==> src/rtl/ae350_reset_seq_if.sv <==
// Signal bundle between the reset sequencer and its surroundings: lock/init status
// and software request in, the three SoC reset lines and sequencer status out.
interface ae350_reset_seq_if;
    logic       pll_lock_i;
    logic       ddr3_lock_i;
    logic       ddr3_init_i;
    logic       sw_rst_req_i;
    logic       ddr3_rstn_o;
    logic       por_rstn_o;
    logic       hw_rstn_o;
    logic [2:0] state_o;
    logic [2:0] retry_cnt_o;
    logic       fail_o;

    modport master (
        output pll_lock_i, ddr3_lock_i, ddr3_init_i, sw_rst_req_i,
        input  ddr3_rstn_o, por_rstn_o, hw_rstn_o, state_o, retry_cnt_o, fail_o
    );

    modport slave (
        input  pll_lock_i, ddr3_lock_i, ddr3_init_i, sw_rst_req_i,
        output ddr3_rstn_o, por_rstn_o, hw_rstn_o, state_o, retry_cnt_o, fail_o
    );
endinterface

==> src/rtl/ae350_reset_seq.sv <==
// AE350 reset sequencer: waits for stable PLL locks, runs DDR3 init with retries,
// then releases POR and HW resets in order; supports a software HW-reset pulse.
module ae350_reset_seq #(
    parameter int unsigned LOCK_STABLE_CYCLES = 1024,
    parameter int unsigned DDR_RST_CYCLES     = 256,
    parameter int unsigned INIT_TIMEOUT       = 5000000,
    parameter int unsigned MAX_RETRIES        = 3,
    parameter int unsigned POR_TO_HW_CYCLES   = 64,
    parameter int unsigned HW_PULSE_CYCLES    = 32
) (
    input logic               clk_i,
    input logic               rst_i,
    ae350_reset_seq_if.slave  bus
);

    localparam int unsigned CNT_W = 24;
    localparam int unsigned RTY_W = 3;

    localparam logic [CNT_W-1:0] LOCK_LAST  = CNT_W'(LOCK_STABLE_CYCLES - 1);
    localparam logic [CNT_W-1:0] DDR_LAST   = CNT_W'(DDR_RST_CYCLES - 1);
    localparam logic [CNT_W-1:0] INIT_LAST  = CNT_W'(INIT_TIMEOUT - 1);
    localparam logic [CNT_W-1:0] POR_LAST   = CNT_W'(POR_TO_HW_CYCLES - 1);
    localparam logic [CNT_W-1:0] PULSE_LAST = CNT_W'(HW_PULSE_CYCLES - 1);
    localparam logic [RTY_W-1:0] RTY_MAX    = RTY_W'(MAX_RETRIES);

    typedef enum logic [2:0] {
        ST_WAIT_LOCK = 3'd0,
        ST_DDR_RST   = 3'd1,
        ST_WAIT_INIT = 3'd2,
        ST_POR_REL   = 3'd3,
        ST_RUN       = 3'd4,
        ST_HW_PULSE  = 3'd5,
        ST_FAIL      = 3'd6
    } state_t;

    state_t           state_q, state_d;
    logic [CNT_W-1:0] cnt_q, cnt_d;
    logic [RTY_W-1:0] retry_q, retry_d, retry_inc;
    logic [1:0]       pll_sync, ddr_sync, init_sync;
    logic             lock_s, init_s;
    logic             ddr3_rstn_q, por_rstn_q, hw_rstn_q, fail_q;

    // Two-flop synchronisers for the asynchronous status inputs
    always_ff @(posedge clk_i) begin
        if (rst_i) begin
            pll_sync  <= '0;
            ddr_sync  <= '0;
            init_sync <= '0;
        end else begin
            pll_sync  <= {pll_sync[0],  bus.pll_lock_i};
            ddr_sync  <= {ddr_sync[0],  bus.ddr3_lock_i};
            init_sync <= {init_sync[0], bus.ddr3_init_i};
        end
    end

    assign lock_s    = pll_sync[1] & ddr_sync[1];
    assign init_s    = init_sync[1];
    assign retry_inc = retry_q + RTY_W'(1);

    always_ff @(posedge clk_i) begin
        if (rst_i) begin
            state_q     <= ST_WAIT_LOCK;
            cnt_q       <= '0;
            retry_q     <= '0;
            ddr3_rstn_q <= 1'b0;
            por_rstn_q  <= 1'b0;
            hw_rstn_q   <= 1'b0;
            fail_q      <= 1'b0;
        end else begin
            state_q     <= state_d;
            cnt_q       <= cnt_d;
            retry_q     <= retry_d;
            ddr3_rstn_q <= state_d inside {ST_WAIT_INIT, ST_POR_REL, ST_RUN, ST_HW_PULSE};
            por_rstn_q  <= state_d inside {ST_POR_REL, ST_RUN, ST_HW_PULSE};
            hw_rstn_q   <= (state_d == ST_RUN);
            fail_q      <= (state_d == ST_FAIL);
        end
    end

    // Next state; lock loss (and init loss once released) override every active state
    always_comb begin
        state_d = state_q;
        cnt_d   = cnt_q + CNT_W'(1);
        retry_d = retry_q;

        if (state_q != ST_WAIT_LOCK && state_q != ST_FAIL &&
            (!lock_s ||
             (!init_s && state_q inside {ST_POR_REL, ST_RUN, ST_HW_PULSE}))) begin
            state_d = ST_WAIT_LOCK;
            cnt_d   = '0;
            retry_d = '0;
        end else begin
            case (state_q)
                ST_WAIT_LOCK: begin
                    if (!lock_s) begin
                        cnt_d = '0;
                    end else if (cnt_q == LOCK_LAST) begin
                        state_d = ST_DDR_RST;
                        cnt_d   = '0;
                    end
                end
                ST_DDR_RST: begin
                    if (cnt_q == DDR_LAST) begin
                        state_d = ST_WAIT_INIT;
                        cnt_d   = '0;
                    end
                end
                ST_WAIT_INIT: begin
                    if (init_s) begin
                        state_d = ST_POR_REL;
                        cnt_d   = '0;
                    end else if (cnt_q == INIT_LAST) begin
                        retry_d = retry_inc;
                        state_d = (retry_inc == RTY_MAX) ? ST_FAIL : ST_DDR_RST;
                        cnt_d   = '0;
                    end
                end
                ST_POR_REL: begin
                    if (cnt_q == POR_LAST) begin
                        state_d = ST_RUN;
                        cnt_d   = '0;
                    end
                end
                ST_RUN: begin
                    cnt_d = '0;
                    if (bus.sw_rst_req_i) state_d = ST_HW_PULSE;
                end
                ST_HW_PULSE: begin
                    if (cnt_q == PULSE_LAST) begin
                        state_d = ST_RUN;
                        cnt_d   = '0;
                    end
                end
                ST_FAIL: cnt_d = '0;
                default: begin
                    state_d = ST_WAIT_LOCK;
                    cnt_d   = '0;
                    retry_d = '0;
                end
            endcase
        end
    end

    assign bus.ddr3_rstn_o = ddr3_rstn_q;
    assign bus.por_rstn_o  = por_rstn_q;
    assign bus.hw_rstn_o   = hw_rstn_q;
    assign bus.fail_o      = fail_q;
    assign bus.state_o     = state_q;
    assign bus.retry_cnt_o = retry_q;

endmodule
==> src/flat_wrapper.sv <==
// flat-port wrapper written by rule: the top's interface ports become plain ports
module ae350_reset_seq_flat 
#(
    parameter int unsigned LOCK_STABLE_CYCLES = 1024,
    parameter int unsigned DDR_RST_CYCLES     = 256,
    parameter int unsigned INIT_TIMEOUT       = 5000000,
    parameter int unsigned MAX_RETRIES        = 3,
    parameter int unsigned POR_TO_HW_CYCLES   = 64,
    parameter int unsigned HW_PULSE_CYCLES    = 32
)
  (clk_i, rst_i, bus_pll_lock_i, bus_ddr3_lock_i, bus_ddr3_init_i, bus_sw_rst_req_i, bus_ddr3_rstn_o, bus_por_rstn_o, bus_hw_rstn_o, bus_state_o, bus_retry_cnt_o, bus_fail_o);
  ae350_reset_seq_if bus_i ();
  input logic clk_i;
  input logic rst_i;
  input wire logic [$bits(bus_i.pll_lock_i)-1:0] bus_pll_lock_i;
  input wire logic [$bits(bus_i.ddr3_lock_i)-1:0] bus_ddr3_lock_i;
  input wire logic [$bits(bus_i.ddr3_init_i)-1:0] bus_ddr3_init_i;
  input wire logic [$bits(bus_i.sw_rst_req_i)-1:0] bus_sw_rst_req_i;
  output wire logic [$bits(bus_i.ddr3_rstn_o)-1:0] bus_ddr3_rstn_o;
  output wire logic [$bits(bus_i.por_rstn_o)-1:0] bus_por_rstn_o;
  output wire logic [$bits(bus_i.hw_rstn_o)-1:0] bus_hw_rstn_o;
  output wire logic [$bits(bus_i.state_o)-1:0] bus_state_o;
  output wire logic [$bits(bus_i.retry_cnt_o)-1:0] bus_retry_cnt_o;
  output wire logic [$bits(bus_i.fail_o)-1:0] bus_fail_o;
  assign bus_i.pll_lock_i = bus_pll_lock_i;
  assign bus_i.ddr3_lock_i = bus_ddr3_lock_i;
  assign bus_i.ddr3_init_i = bus_ddr3_init_i;
  assign bus_i.sw_rst_req_i = bus_sw_rst_req_i;
  assign bus_ddr3_rstn_o = bus_i.ddr3_rstn_o;
  assign bus_por_rstn_o = bus_i.por_rstn_o;
  assign bus_hw_rstn_o = bus_i.hw_rstn_o;
  assign bus_state_o = bus_i.state_o;
  assign bus_retry_cnt_o = bus_i.retry_cnt_o;
  assign bus_fail_o = bus_i.fail_o;
  ae350_reset_seq #(.LOCK_STABLE_CYCLES(LOCK_STABLE_CYCLES), .DDR_RST_CYCLES(DDR_RST_CYCLES), .INIT_TIMEOUT(INIT_TIMEOUT), .MAX_RETRIES(MAX_RETRIES), .POR_TO_HW_CYCLES(POR_TO_HW_CYCLES), .HW_PULSE_CYCLES(HW_PULSE_CYCLES)) u_core (.clk_i(clk_i), .rst_i(rst_i), .bus(bus_i));
endmodule
==> config.mk <==
export PLATFORM = sky130hd
export DESIGN_NAME = ae350_reset_seq_flat
export DESIGN_NICKNAME = d
export VERILOG_FILES = /design/src/rtl/ae350_reset_seq_if.sv /design/src/rtl/ae350_reset_seq.sv /design/src/flat_wrapper.sv
export SDC_FILE = /design/constraint.sdc
export NUM_CORES = 1
export LEC_CHECK = 0
export CAP_MARGIN = 20
export CORE_MARGIN = 2
export CORE_UTILIZATION = 52
export CTS_BUF_LIST = sky130_fd_sc_hd__clkbuf_8 sky130_fd_sc_hd__clkbuf_16
export DETAILED_ROUTE_END_ITERATION = 10
export PLACE_DENSITY = 0.82
export SLEW_MARGIN = 20
export SYNTH_ARGS = -nofsm -noshare
export SYNTH_HDL_FRONTEND = slang
export SYNTH_SLANG_ARGS = --single-unit
==> constraint.sdc <==
create_clock -name clk_i -period 2.1 [get_ports clk_i]
set_input_delay 0.315 -clock clk_i [delete_from_list [all_inputs] [get_ports clk_i]]
set_output_delay 0.315 -clock clk_i [all_outputs]
set_load 0.03 [all_outputs]
==> results.yml <==
critical_path:
  slowest_delay_ns: 0.41
  reg2reg_to: "u_core.cnt_q[5]"
  crit_fanout: 6
  path_cells: "nor4_4, nand4_4, or3_4, o21ai_4, a311o_2, clkbuf_16, nor2_1"
  crit_type: "register to register"
  crit_slowest_cell: "or3_4"
  cp.arrival_ns: 2.29
  start_kind: "register"
  reg2reg_from: "u_core.cnt_q[15]"
  crit_required_ns: 2.29
  critPathCaptureType: "register"
  cp_num_buf_inv: 1
  crit_family: "simple AND/OR/NAND/NOR gates"
  ff2ff_path_depth: 7
  critPathLaunch: "u_core.cnt_q[15]"
  r2r_setup_slack_ns: 0.002
floorplanning:
  num_rows: 22
  die_w_um: 66.6
  die_h_um: 66.6
  die_area_um2: 4430
  initial_utilization: 0.548
  pin_count: 16
  coreArea_um2: 3720
power:
  p_leak_nw: 0.930
  worst_ir_drop_vdd_mv: 0.456
  power.density_nw_per_um2: 559
synthesis:
  yosysMostFrequentCell: "nor2_1"
  ys_ff_latch: 40
  ys_async_sr_fraction: 0
  syn_area_per_cell_um2: 8.70
  synth_common_cells: "nor2_1, dfxtp_1, nand2_1, nand3_1, xnor2_1"
  syn_nets: 243
  synthTopCellsByArea: "dfxtp_1, nor2_1, xnor2_1"
  synth_top_area_frac: 0.393
  synth-edff-count: 0
  yosys_warnings: 0
  yosysUniqueCellTypes: 45
  yosysTopAreaCell: "dfxtp_1"
  netlist_area_um2: 2040
  synthFlopType: "dfxtp_1"
  synth.yosys.seq_area_share: 0.393
  synth_cells: 234
drt:
  drt-initial-drc-count: 156
  ant_nets: 0
  drt_wl_total_mm: 4.70
  post_drt_wl_per_cell_um: 14.5
  route.detailed.drc: 0
  via_per_inst: 5.65
  vias: 1824
  firstDrtPassIters: 4
timing:
  setup_viol: 0
  maxSlewViolCount: 0
  skew_ns: 0.00981
  fin_crit_sh: 0.999
  setup_tns_ns: 0
  hold_viol: 0
  rsz0062_at_grt: "yes"
  fmax_mhz: 477
  holdWs_ns: 0.455
  worstMarginPinSlew_ns: 0.524
  slew_headroom: 0.648
  min_period_ns: 2.10
  setup_ws_ns: 0.00152
global_route:
  track_usage: 0.209
  grt_max_degree: 25
  grt_pass1_wl_mm: 7.02
  grt_pass1_vias: 1591
  grt_antenna_before_repair: 0
  grt.overflow.total: 0
cells_and_area:
  diodes: 0
  drive_above_1_share: 0.215
  syn2layout_area_growth_pct: 26.5
  fillers: 286
  nets: 283
cts:
  path_clk_slew_ns: 0.09
  root_buffer: "clkbuf_8"
  cts_tree: "built"
  numClockSinks: 40
  htree_num_levels: 2
  clkLatencyLatePin_ns: 0.30
  cts_hold_buffers: 0
  clk_path_buf_depth: 2
  cts-buffers-inserted: 5
min_path:
  holdCritPathClass: "register to register"
  min_path_cells: 1
  hold_start: "u_core.pll_sync[0]"
  min_to: "u_core.pll_sync[1]"
placed_design:
  gp_congestion: 0.913
  numPortBuffers: 15
  place_hpwl_mm: 3.19
  dpl_worst_slack_ns: 0.0258
status:
  outcome: "finished, final reports clean"
job:
  cap_viol_max_count: 0
==> state kept, by name (all words and copies together), names as in the netlist <==
name and count:
u_core.bus.por_rstn_o 1, u_core.init_sync 2, u_core.bus.state_o 3, u_core.pll_sync 2, u_core.bus.hw_rstn_o 1, u_core.bus.ddr3_rstn_o 1, u_core.cnt_q 24, u_core.bus.fail_o 1
u_core.ddr_sync 2, u_core.bus.retry_cnt_o 3
==> layer usage <==
layer | part of all wire | track usage | vias to the layer above
met5 | 0 | 0 | -
met4 | 0.024 | 0.107 | 0
met3 | 0.040 | 0.0456 | 10
met2 | 0.52 | 0.359 | 42
met1 | 0.42 | 0.243 | 872
li1 | - | - | 900
==> report_power, final <==
part	internal (mW)	switching, mW	leakage, nW
Combinational	0.0159	0.0112	0.550
Sequential	0.763	0.00255	0.325
Clock	0.358	0.290	0.0548
==> final cells by class <==
| cell class | count | area, um^2 | share of cell area |
|---|---|---|---|
| timing repair buffer | 38 | 357 | 0.138 |
| clock buffer | 5 | 68.8 | 0.0267 |
| clock inverter | 3 | 46.3 | 0.0180 |
| inverter | 4 | 15.0 | 0.00583 |
| tap | 48 | 60.1 | 0.0233 |
| sequential | 40 | 806 | 0.313 |
| multi-input combinational | 185 | 1220 | 0.475 |
==> logic make-up (layout without fill, tap and decap cells) <==
| family | Yosys count | count (layout) | share of synthesized area |
|---|---|---|---|
| and+or+nand+nor | 132 | 132 | 0.354 |
| DFF | 40 | 40 | 0.393 |
| AOI/OAI and AO/OA | 26 | 26 | 0.0971 |
| xor gates and xnor gates | 23 | 23 | 0.0990 |
| buffers and inverters | 9 | 50 | 0.0332 |
| adders and majority gates | 3 | 3 | 0.0184 |
| muxes | 1 | 1 | 0.00492 |
==> how the worst max path moves through the flow <==
| stage | cells past startpoint | endpoint | slack [ns] |
|---|---|---|---|
| finish | 7 | u_core.cnt_q[5] | 0.002 |
| global placement | 7 | u_core.bus.ddr3_rstn_o | 0.07 |
| floorplan | 8 | u_core.cnt_q[22] | 0.13 |
| global route | 8 | u_core.cnt_q[23] | -0.05 |
| CTS | 7 | u_core.bus.hw_rstn_o | 0.001 |
| detailed placement | 7 | u_core.bus.hw_rstn_o | 0.03 |
==> per-stage QoR <==
| step | power, mW | cells | util | cell area (um^2) |
|---|---|---|---|---|
| 2_1_floorplan | 0.792 | 234 | - | 2040 |
| 3_3_place_gp | 0.808 | 310 | 0.630 | 2340 |
| 3_5_place_dp | 0.809 | 310 | 0.630 | 2340 |
| 4_1_cts | 1.44 | 318 | 0.661 | 2460 |
| 5_1_grt | 1.49 | 323 | 0.693 | 2570 |
| 6_report | 1.44 | 323 | 0.693 | 2570 |
==> cell usage in the layout (no fill, tap or decap), types with 3 or more instances in the layout <==
cell type | Yosys | final
nor2_1 | 44 | 38
dfxtp_1 | 40 | 36
buf_4 | 1 | 20
nand2_1 | 17 | 17
clkdlybuf4s50_1 | 0 | 15
nand3_1 | 12 | 12
xnor2_1 | 12 | 12
xor2_1 | 11 | 11
nor2b_1 | 10 | 10
a21oi_1 | 9 | 9
nand4_1 | 8 | 8
nor2_2 | 1 | 7
nor3_1 | 5 | 5
and3_1 | 5 | 5
o21ai_0 | 5 | 5
clkbuf_8 | 0 | 5
inv_1 | 4 | 4
or3_1 | 4 | 4
dfxtp_2 | 0 | 4
and2_1 | 3 | 3
nor4_1 | 3 | 3
==> timing repair <==
action,CTS,global route
resized for setup,0,18
setup buffers,0,3
setup endpoints to repair,0,31
(Power assumes the default switching activity.)
